===== config.mk =====
export PLATFORM = sky130hd
export DESIGN_NAME = reset_sequencer
export DESIGN_NICKNAME = d
export VERILOG_FILES = /design/src/rtl/reset_seq_pkg.sv /design/src/rtl/sync_ff.sv /design/src/rtl/reset_sequencer.sv
export SDC_FILE = /design/constraint.sdc
export NUM_CORES = 1
export LEC_CHECK = 0
export ABC_AREA = 1
export BUFFER_PORTS_ARGS = -buffer_cell sky130_fd_sc_hd__buf_2
export CORE_AREA = 2 2 58 60
export CTS_CLUSTER_SIZE = 20
export DETAILED_ROUTE_END_ITERATION = 10
export DIE_AREA = 0 0 60 62
export GPL_TIMING_DRIVEN = 0
export PLACE_DENSITY = 0.72
export SLEW_MARGIN = 15
export SYNTH_ARGS = -nofsm -noshare
export SYNTH_HDL_FRONTEND = slang
export SYNTH_SLANG_ARGS = --single-unit
export TNS_END_PERCENT = 10

===== constraint.sdc =====
create_clock -name clock -period 1.33 [get_ports clock]
set_clock_uncertainty 0.15 [all_clocks]
set_input_delay 0.133 -clock clock [delete_from_list [all_inputs] [get_ports clock]]
set_output_delay 0.133 -clock clock [all_outputs]
set_load 0.02 [all_outputs]

===== src/rtl/reset_seq_pkg.sv =====
// Shared types and helpers for the reset sequencer.
package reset_seq_pkg;

   typedef enum logic [1:0] {StAssert, StRelease, StRun} state_e;

   localparam int unsigned LOSS_CNT_W = 8;

   // Bits needed to hold 0..max_val, never less than one.
   function automatic int unsigned cnt_w(input int unsigned max_val);
      return (max_val < 1) ? 1 : unsigned'($clog2(max_val + 1));
   endfunction

endpackage


===== src/rtl/sync_ff.sv =====
// Multi-flop single-bit synchroniser, synchronously cleared to 0.
module sync_ff #(
   parameter int unsigned SYNC_STAGES = 2
) (
   input  logic clock,
   input  logic reset,
   input  logic d_i,
   output logic q_o
);

   logic [SYNC_STAGES-1:0] sync_q;

   always_ff @(posedge clock) begin
      if (reset) sync_q <= '0;
      else       sync_q <= {sync_q[SYNC_STAGES-2:0], d_i};
   end

   assign q_o = sync_q[SYNC_STAGES-1];

endmodule


===== src/rtl/reset_sequencer.sv =====
// Chip-level reset sequencer: filters PLL lock, holds all domains in reset for a minimum
// time, then releases them one by one; any abort re-asserts every domain.
module reset_sequencer import reset_seq_pkg::*; #(
   parameter int unsigned N_CH        = 4,
   parameter int unsigned HOLD_CYC    = 16,
   parameter int unsigned LOCK_FILT   = 8,
   parameter int unsigned GAP_CYC     = 4,
   parameter int unsigned SYNC_STAGES = 2
) (
   input  logic                  clock,
   input  logic                  reset,
   input  logic                  pll_locked_i,
   input  logic                  ext_rst_i,
   input  logic                  soft_rst_req_i,
   output logic [N_CH-1:0]       rst_o,
   output logic                  all_released_o,
   output logic [LOSS_CNT_W-1:0] lock_loss_cnt_o
);

   localparam int unsigned HoldW = cnt_w(HOLD_CYC);
   localparam int unsigned FiltW = cnt_w(LOCK_FILT);
   localparam int unsigned GapW  = cnt_w(GAP_CYC - 1);
   localparam int unsigned IdxW  = cnt_w(N_CH - 1);

   localparam logic [HoldW-1:0]      HoldMax = HoldW'(HOLD_CYC);
   localparam logic [FiltW-1:0]      FiltMax = FiltW'(LOCK_FILT);
   localparam logic [GapW-1:0]       GapLast = GapW'(GAP_CYC - 1);
   localparam logic [IdxW-1:0]       IdxLast = IdxW'(N_CH - 1);
   localparam logic [LOSS_CNT_W-1:0] LossMax = '1;

   logic lk_s, er_s;
   logic lock_ok, abort, lk_fall;

   state_e                  state_q, state_d;
   logic [HoldW-1:0]        hold_q, hold_d;
   logic [FiltW-1:0]        lk_cnt_q, lk_cnt_d;
   logic [GapW-1:0]         gap_q, gap_d;
   logic [IdxW-1:0]         idx_q, idx_d;
   logic [N_CH-1:0]         rst_q, rst_d;
   logic                    all_rel_q;
   logic [LOSS_CNT_W-1:0]   loss_q, loss_d;
   logic                    lk_prev_q;

   sync_ff #(.SYNC_STAGES(SYNC_STAGES)) u_sync_lock (
      .clock (clock),
      .reset (reset),
      .d_i   (pll_locked_i),
      .q_o   (lk_s)
   );

   sync_ff #(.SYNC_STAGES(SYNC_STAGES)) u_sync_ext (
      .clock (clock),
      .reset (reset),
      .d_i   (ext_rst_i),
      .q_o   (er_s)
   );

   assign lock_ok = (lk_cnt_q == FiltMax);
   assign abort   = ~lk_s | er_s | soft_rst_req_i;
   assign lk_fall = lk_prev_q & ~lk_s;

   always_comb begin
      lk_cnt_d = lk_cnt_q;
      if (!lk_s)                   lk_cnt_d = '0;
      else if (lk_cnt_q != FiltMax) lk_cnt_d = lk_cnt_q + FiltW'(1);

      // Only losses after release has begun are counted.
      loss_d = loss_q;
      if (lk_fall && state_q != StAssert && loss_q != LossMax) loss_d = loss_q + LOSS_CNT_W'(1);
   end

   always_comb begin
      state_d = state_q;
      hold_d  = '0;
      gap_d   = '0;
      idx_d   = '0;
      rst_d   = rst_q;
      unique case (state_q)
         StAssert: begin
            rst_d = '1;
            if (!abort) begin
               hold_d = (hold_q != HoldMax) ? hold_q + HoldW'(1) : hold_q;
               // Leave on the edge where the hold count completes, so domain 0 drops at once.
               if (hold_d == HoldMax && lock_ok) begin
                  state_d  = StRelease;
                  rst_d[0] = 1'b0;
               end
            end
         end
         StRelease: begin
            if (abort) begin
               state_d = StAssert;
               rst_d   = '1;
            end else if (idx_q == IdxLast) begin
               state_d = StRun;
               rst_d   = '0;
            end else if (gap_q == GapLast) begin
               idx_d        = idx_q + IdxW'(1);
               rst_d[idx_d] = 1'b0;
               if (idx_d == IdxLast) state_d = StRun;
            end else begin
               idx_d = idx_q;
               gap_d = gap_q + GapW'(1);
            end
         end
         StRun: begin
            rst_d = '0;
            if (abort) begin
               state_d = StAssert;
               rst_d   = '1;
            end
         end
         default: begin
            state_d = StAssert;
            rst_d   = '1;
         end
      endcase
   end

   always_ff @(posedge clock) begin
      if (reset) begin
         state_q   <= StAssert;
         hold_q    <= '0;
         lk_cnt_q  <= '0;
         gap_q     <= '0;
         idx_q     <= '0;
         rst_q     <= '1;
         all_rel_q <= 1'b0;
         loss_q    <= '0;
         lk_prev_q <= 1'b0;
      end else begin
         state_q   <= state_d;
         hold_q    <= hold_d;
         lk_cnt_q  <= lk_cnt_d;
         gap_q     <= gap_d;
         idx_q     <= idx_d;
         rst_q     <= rst_d;
         all_rel_q <= (rst_d == '0);
         loss_q    <= loss_d;
         lk_prev_q <= lk_s;
      end
   end

   assign rst_o           = rst_q;
   assign all_released_o  = all_rel_q;
   assign lock_loss_cnt_o = loss_q;

endmodule


==> results.toml, run 1 <==
[synthesis]
yosys.cell_types.count = 24
yosysWarnings = 0
synth_seq_area_share = 0.438
synth_seq_cells = 33
synth_area_mm2 = 0.00151
syn_area_per_cell_um2 = 7.36
syn_inst = 205
syn_nets = 220

[cells_and_area]
layout_commonest_cell = "inv_1"
drive_gt1_frac = 0.315
nNetsFinal = 249
layout_common_cells = "inv_1, nand2_1, dfxtp_1"
fillers = 306
diodes = 0
area_delta_synth_final_pct = 27.6
finish.utilization = 0.606

[routing]
viasPerCell = 4.72
wl_per_cell_um = 10.3
route.vias.total = 1327
first_pass_iters = 4
route.detailed.drc = 0
postRouteAntennaNets = 0
first_iter_violations = 33
routed_wl_mm = 2.89

[floorplan]
die_w_um = 60
coreArea_mm2 = 0.00318
die_area_mm2 = 0.00372
num_rows = 21
io_pins = 18
initial_utilization = 0.475
die_y_um = 62

[power_and_ir_drop]
p_int_uw = 1380
power_uw = 1730
power_leakage_uw = 0.000760
combPwrFrac = 0.026
power_frac_clock = 0.401
p_seq_frac = 0.572
powerDensity_mw_per_mm2 = 901
ir_drop_v = 0.000664
switchingPower_uw = 353
p_sw_frac = 0.203

[worst_hold_path]
min_path_type = "input pin to register"
hold_depth = 2

[job]
max-cap-violations = 0

[sta]
min_period_over_period = 1.21
hold_viol = 0
report.final.slew_viol_count = 0
fmax_ghz = 0.622
setup_ws_ns = -0.276
tns_ns = -2.08
post-route-min-period_ns = 1.61
slew_headroom = 0.677
setup_viol = 16
grt_setup_unrepaired = "true"
worst_pin_slew_ns = 0.485

[global_route]
grt_pass1_vias = 1224
grt_remaining_overflow = 0
grt_antenna_before_repair = 0
grt_pass1_wl_mm = 4.87
grt_start_max_net_pins = 11
grt_use_total = 0.174

[cts]
clkSinkCount = 33
clockBufferDepth = 2
clock_latency_ns = 0.33
cts_max_level = 2
clk_transition_reported_paths_ns = 0.10
cts_tree = "built"
cts_buffers = 5
clockRootBuffer = "clkbuf_4"

[outcome]
status = "finished, violations left"
violations = "setup timing"

[setup_path]
crit_fanout = 4
critPathKind = "register to register"
critPathCaptureType = "register"
required_ns = 1.44
critPathLaunchType = "register"
r2r_cells = 12
arrival_ns = 1.72

[placed_design]
dp_hpwl_mm = 1.93
routabilityCongestion = 0.781
portBuffers = 16
## stage by stage
stage               hold slack (ns)  instance area (µm²)  setup WS (ns)  instances
finish                       0.0581                 1930         -0.276        281
global route                 0.0724                 1930         -0.353        281
CTS                          0.0269                 1870         -0.234        281
detailed placement            0.190                 1670         -0.279        267
global placement              0.182                 1670         -0.217        267
floorplan                    0.0900                 1540         -0.108        205
## worst max-delay path: stages, from the launching register on
cell and delay [ns]:
dfxtp_4 0.38, inv_4 0.06, ha_4 0.12, nand2_2 0.05, inv_2 0.09, nand2_4 0.06
nand2_2 0.07, nand2_1 0.06, nor2_2 0.10, nand3_2 0.10, nand2_4 0.10, nand3_2 0.08
a21oi_2 0.12
## flip-flops by register name (all words and copies together), names as in the netlist
name and count:
lock_loss_cnt_o 8, hold_q 5, lk_cnt_q 4, rst_o 4, gap_q 2, idx_q 2, state_q 2, u_sync_ext.sync_q 2
u_sync_lock.sync_q 2, all_released_o 1, lk_prev_q 1
## timing repair
action,in CTS,in global routing
endpoints found under the hold margin,2,0
pin swaps,8,5
hold buffers,2,0
buffers inserted,4,0
gates resized for setup,25,17
endpoints found under the setup margin,17,19
## synth_stat cells (all sizes together)
cell    instances  area [µm²]
a21oi          16        80.1
a31oi           1        6.26
and3            2        12.5
clkbuf          2        7.51
dfxtp          33         661
ha             10         125
inv            38         143
nand2          39         151
nand3          13        70.1
nand4           2        12.5
nor2           28         118
nor3            4        25.0
o21ai          12        60.1
o21bai          1        7.51
o22ai           1        6.26
or2             1        6.26
xnor2           1        8.76
xor2            1        8.76
## logic make-up after synthesis
logic type	share of synthesized area
AND/OR/NAND/NOR	0.262
buffers and inverters	0.0995
flip-flops	0.438
AO/OA/AOI/OAI	0.106
adder cells (fa/ha/maj)	0.0829
XOR/XNOR	0.0116
## power groups by stage
stage | Clock, µW | Combinational, µW | Sequential [µW]
global route | 754 | 52.3 | 995
finish | 696 | 45.8 | 993
detailed placement | 0 | 34.4 | 1020
CTS | 720 | 44.3 | 994
floorplan | 0 | 23.4 | 1020
global placement | 0 | 33.1 | 1020
## layer usage
metal,wire length (µm),vias to the layer above,track usage
met4,40,0,0.0825
met3,109,4,0.0642
met5,0,-,0
li1,-,707,-
met2,1510,17,0.298
met1,1240,599,0.193
## worst paths after layout
check,from,to,slack (ns)
max,hold_q[0]$_SDFF_PP0_,state_q[0]$_SDFFE_PP0P_,-0.28
min,reset,u_sync_ext.sync_q[1]$_SDFF_PP0_,0.06
max reg2reg,hold_q[0]$_SDFF_PP0_,state_q[0]$_SDFFE_PP0P_,-0.28
min reg2reg,u_sync_lock.sync_q[0]$_SDFF_PP0_,u_sync_lock.sync_q[1]$_SDFF_PP0_,0.25
## area by class of cell
| cell class | count | area (µm²) | area share |
|---|---|---|---|
| flip-flops and latches | 33 | 679 | 0.353 |
| multi-input cells | 132 | 823 | 0.428 |
| well taps | 46 | 57.6 | 0.0299 |
| plain buffers | 2 | 7.51 | 0.00390 |
| repair buffers | 22 | 130 | 0.0676 |
| clock buffers | 8 | 80.1 | 0.0416 |
| inverters | 38 | 148 | 0.0767 |
Note: power is estimated with default switching activity, not from simulation.
==> run 2: changes to the inputs <==
CELL_PAD_IN_SITES_DETAIL_PLACEMENT = 1   (was not set)
CELL_PAD_IN_SITES_GLOBAL_PLACEMENT = 2   (was not set)
CORE_AREA = 2 2 76 78   (was 2 2 58 60)
DIE_AREA = 0 0 78 80   (was 0 0 60 62)
PLACE_DENSITY = not set   (was 0.72)
PLACE_DENSITY_LB_ADDON = 0.1   (was not set)
SLEW_MARGIN = not set   (was 15)
==> results.toml, run 2 (synthesis gave the netlist of run 1 again) <==
[power_and_ir_drop]
p_sw_frac = 0.228
powerDensity_mw_per_mm2 = 856
power_uw = 1770
power_frac_clock = 0.413
p_seq_frac = 0.559
p_int_uw = 1370
switchingPower_uw = 403
power_leakage_uw = 0.000808
ir_drop_v = 0.000498
combPwrFrac = 0.028

[floorplan]
initial_utilization = 0.279
die_y_um = 80
die_w_um = 78
io_pins = 18
coreArea_mm2 = 0.00541
die_area_mm2 = 0.00624
num_rows = 27

[cells_and_area]
postLayoutCellArea_mm2 = 0.00207
layout_commonest_cell = "inv_1"
largest_reg_flops = 8
area_delta_synth_final_pct = 37.3
drive_gt1_frac = 0.351
diodes = 0
nNetsFinal = 256
finish.utilization = 0.383
layout_common_cells = "inv_1, nand2_1, dfxtp_1"

[routing]
first_pass_iters = 3
first_iter_violations = 18
wl_per_cell_um = 11.7
viasPerCell = 4.40
route.detailed.drc = 0
routed_wl_mm = 3.66
route.vias.total = 1383
postRouteAntennaNets = 0

[global_route]
grt_antenna_before_repair = 0
grt_start_max_net_pins = 11
grt_remaining_overflow = 0
grt_pass1_wl_mm = 6.25
grt_use_total = 0.128
grt_pass1_vias = 1430

[placed_design]
dpl_cell_area_mm2 = 0.00171
routabilityCongestion = 0.740
portBuffers = 16
dp_hpwl_mm = 2.61

[setup_path]
reg2reg_from = "hold_q[0]$_SDFF_PP0_"
cp_common_cell = "nand2_4"
critPathMaxStageDelay_ns = 0.36
arrival_ns = 1.65
critPathCaptureType = "register"
worstPathCellList = "inv_4, ha_4, nand2_4, inv_6, nand2_8, nand2_4, nand2_2, nor2_2, nand3_2, nand2_4, nand3_2, a21oi_2"
r2r_setup_slack_ns = -0.26
r2r_cells = 12
cp_slowest_cell = "dfxtp_4"
critPathLaunchType = "register"
startpoint = "hold_q[0]$_SDFF_PP0_"
critPathKind = "register to register"
required_ns = 1.39
crit_fanout = 4

[cts]
clock_latency_ns = 0.28
clockBufferDepth = 2
cts_tree = "built"
cts_max_level = 2
cts_buffers = 5
clkSinkCount = 33
clk_transition_reported_paths_ns = 0.07
clockRootBuffer = "clkbuf_8"

[outcome]
status = "finished, violations left"
violations = "setup timing"

[job]
max-cap-violations = 0

[worst_hold_path]
hp-start = "reset"
hold_depth = 2
min_path_type = "input pin to register"

[sta]
setup_ws_ns = -0.257
post-route-min-period_ns = 1.59
fmax_ghz = 0.630
hold_viol = 0
setup_viol = 15
grt_setup_unrepaired = "true"
slew_headroom = 0.631
min_period_over_period = 1.19
report.final.slew_viol_count = 0
worst_pin_slew_ns = 0.553
[run 2: cell types whose count changed in the layout (fill, tap and decap cells not counted), moves of 3 or more]
cell      previous run  this run
buf_4                4        11
clkbuf_4             5         0
clkbuf_8             1         5
nand2_2              8         5
nand2_4              2         5
nand3_2              4         7
nor2_2               8         5
o21ai_0              7         4
[run 2: path summary, 6_finish.rpt]
| check | endpoint |
|---|---|
| max | state_q[0]$_SDFFE_PP0P_ |
| min | u_sync_ext.sync_q[1]$_SDFF_PP0_ |
| max reg2reg | state_q[0]$_SDFFE_PP0P_ |
| min reg2reg | u_sync_ext.sync_q[1]$_SDFF_PP0_ |
[run 2: metal layers]
metal,vias up,part of all wire,global-route usage
met5,-,0,0
met4,0,0.015,0.0526
met3,4,0.021,0.0339
met2,11,0.53,0.232
met1,650,0.44,0.140
li1,718,-,-
[run 2: area by class of cell]
cell class | count | area, µm²
inverters | 38 | 155
clock buffers | 6 | 72.6
repair buffers | 29 | 189
clock inverters | 2 | 10.0
multi-input cells | 132 | 863
fillers | 668 | 3330
flip-flops and latches | 33 | 684
well taps | 72 | 90.1
plain buffers | 2 | 7.51
[run 2: power groups by stage]
stage | registers [µW] | clock network [µW] | logic (µW)
3_5_place_dp | 1020 | 0 | 37.2
5_1_grt | 991 | 817 | 56.5
6_report | 990 | 732 | 50.3
3_3_place_gp | 1020 | 0 | 35.3
4_1_cts | 995 | 770 | 45.7
2_1_floorplan | 1020 | 0 | 23.4
[run 2: timing repair]
action	in CTS	in global routing
gates resized for setup	28	33
hold buffers	2	0
hold endpoints to repair	2	0
setup endpoints to repair	20	20
pin swaps	4	15
buffers inserted	2	9
[run 2: metrics by stage]
step	TNS [ns]	setup WS (ns)	std cells	hold WS [ns]
after floorplan	-0.747	-0.108	205	0.0900
after global placement	-2.52	-0.279	293	0.181
after detailed placement	-3.16	-0.311	293	0.203
after CTS	-2.44	-0.270	305	0.148
after global routing	-3.69	-0.359	314	0.168
final	-1.85	-0.257	314	0.135
[run 2: critical path, delay by kind of cell, from the launching register on]
kind | cells | cell delay [ns]
adder cells (fa/ha/maj) | 1 | 0.13
AO/OA/AOI/OAI | 1 | 0.13
AND/OR/NAND/NOR | 8 | 0.62
buffers and inverters | 2 | 0.14
flip-flops | 1 | 0.36
==> run 3: changes to the inputs <==
CELL_PAD_IN_SITES_DETAIL_PLACEMENT = 2   (was 1)
==> results.toml, run 3 (synthesis gave the netlist of run 1 again) <==
[floorplan]
num_rows = 27
initial_utilization = 0.279
die_y_um = 80
io_pins = 18
die_area_mm2 = 0.00624
die_w_um = 78
coreArea_mm2 = 0.00541

[routing]
viasPerCell = 4.49
routed_wl_mm = 4.01
postRouteAntennaNets = 0
first_pass_iters = 4
route.detailed.drc = 0
first_iter_violations = 19
route.vias.total = 1392
wl_per_cell_um = 12.9

[sta]
setup_viol = 17
setup_ws_ns = -0.262
min_period_over_period = 1.20
post-route-min-period_ns = 1.59
fin_hold_ws_ns = 0.124
fmax_ghz = 0.628
grt_setup_unrepaired = "true"
slew_headroom = 0.646
worst_pin_slew_ns = 0.531
hold_viol = 0
report.final.slew_viol_count = 0

[placed_design]
portBuffers = 16
routabilityCongestion = 0.740
dpl_cell_area_mm2 = 0.00171
dp_hpwl_mm = 3.06
place_inst = 293

[cells_and_area]
fin_cells = 310
finish.utilization = 0.381
largest_reg_flops = 8
multiInputGateArea_um2 = 875
seq_area_um2 = 679
nNetsFinal = 252
area_delta_synth_final_pct = 36.4
layout_commonest_cell = "inv_1"
drive_gt1_frac = 0.328
layout_common_cells = "inv_1, nand2_1, dfxtp_1"
postLayoutCellArea_mm2 = 0.00206
fillers = 632
diodes = 0

[cts]
cts_buffers = 5
clockBufferDepth = 2
clk_transition_reported_paths_ns = 0.07
cts_tree = "built"
clockRootBuffer = "clkbuf_8"
clock_latency_ns = 0.28
clkSinkCount = 33
cts_max_level = 2

[global_route]
grt_use_total = 0.145
grtUsageMet3 = 0.0351
grt_pass1_wl_mm = 7.08
grt_start_max_net_pins = 11
grt_antenna_before_repair = 0
gr-max-usage-layer = "met2"
grt_use_met1 = 0.151
grt_pass1_vias = 1588
use_met2 = 0.284
grt_remaining_overflow = 0

[setup_path]
critPathMaxStageDelay_ns = 0.37
cp_slowest_cell = "dfxtp_4"
critPathLaunchType = "register"
critPathKind = "register to register"
critPathCaptureType = "register"
required_ns = 1.39
worstPathCellList = "inv_4, ha_4, nand2_4, inv_4, nand2_4, nand2_4, nand2_2, nor2_2, nand3_2, nand2_4, nand3_1, a21oi_1"
cp_common_cell = "nand2_4"
arrival_ns = 1.65
crit_fanout = 4

[outcome]
status = "finished, violations left"
violations = "setup timing"

[power_and_ir_drop]
powerDensity_mw_per_mm2 = 908
ir_drop_v = 0.000566
power_leakage_uw = 0.000791

[job]
max-cap-violations = 0

[worst_hold_path]
min_path_type = "input pin to register"
-- run 3: cell count changes in the layout (fill, tap and decap cells not counted), moves of 2 or more --
cell      change
inv_1         +2
dfxtp_1       +2
inv_2         -2
clkbuf_8      +2
buf_4         -4
ha_4          +2
-- run 3: area by class of cell --
class,instances,share of cell area
multi-input combinational,132,0.425
sequential,33,0.330
timing repair buffer,25,0.0742
inverter,38,0.0742
clock buffer,7,0.0468
tap,72,0.0438
buffer,2,0.00365
clock inverter,1,0.00243
-- run 3: worst paths after layout --
path | startpoint | to | slack [ns] | cells past startpoint
setup reg to reg | hold_q[1]$_SDFF_PP0_ | state_q[0]$_SDFFE_PP0P_ | -0.26 | 12
hold / removal | reset | u_sync_ext.sync_q[0]$_SDFF_PP0_ | 0.12 | 2
setup / recovery | hold_q[1]$_SDFF_PP0_ | state_q[0]$_SDFFE_PP0P_ | -0.26 | 12
hold reg to reg | u_sync_lock.sync_q[0]$_SDFF_PP0_ | u_sync_lock.sync_q[1]$_SDFF_PP0_ | 0.27 | 2
-- run 3: what timing repair did --
action,4_1_cts,5_1_grt
hold endpoints to repair,2,0
resized for setup,39,14
pin swaps,10,3
setup buffers,5,2
endpoints found under the setup margin,21,21
hold buffers,2,0
-- run 3: per-stage QoR --
stage                     total power, µW  setup TNS, ns  setup WS (ns)
after floorplan                      1040         -0.747         -0.108
after global placement               1050          -2.52         -0.279
after detailed placement             1060          -3.56         -0.353
after CTS                            1920          -2.95         -0.279
after global routing                 1980          -5.03         -0.392
final                                1870          -2.57         -0.262
-- run 3: layer usage --
metal	vias to the layer above	share of wire
met1	673	0.41
li1	701	-
met2	12	0.55
met5	-	0
met3	6	0.026
met4	0	0.015
-- run 3: worst max-delay path, delay by kind of cell (launching register included) --
kind	cells	cell delay, ns
DFF	1	0.37
and+or+nand+nor	8	0.59
AOI/OAI and AO/OA	1	0.14
adders and majority gates	1	0.13
buffers and inverters	2	0.14
-- run 3: power by group --
| group | internal (µW) | total [µW] | switching, µW |
|---|---|---|---|
| clock network | 467 | 827 | 359 |
| registers | 988 | 993 | 4.39 |
| logic | 20.6 | 49.8 | 29.3 |
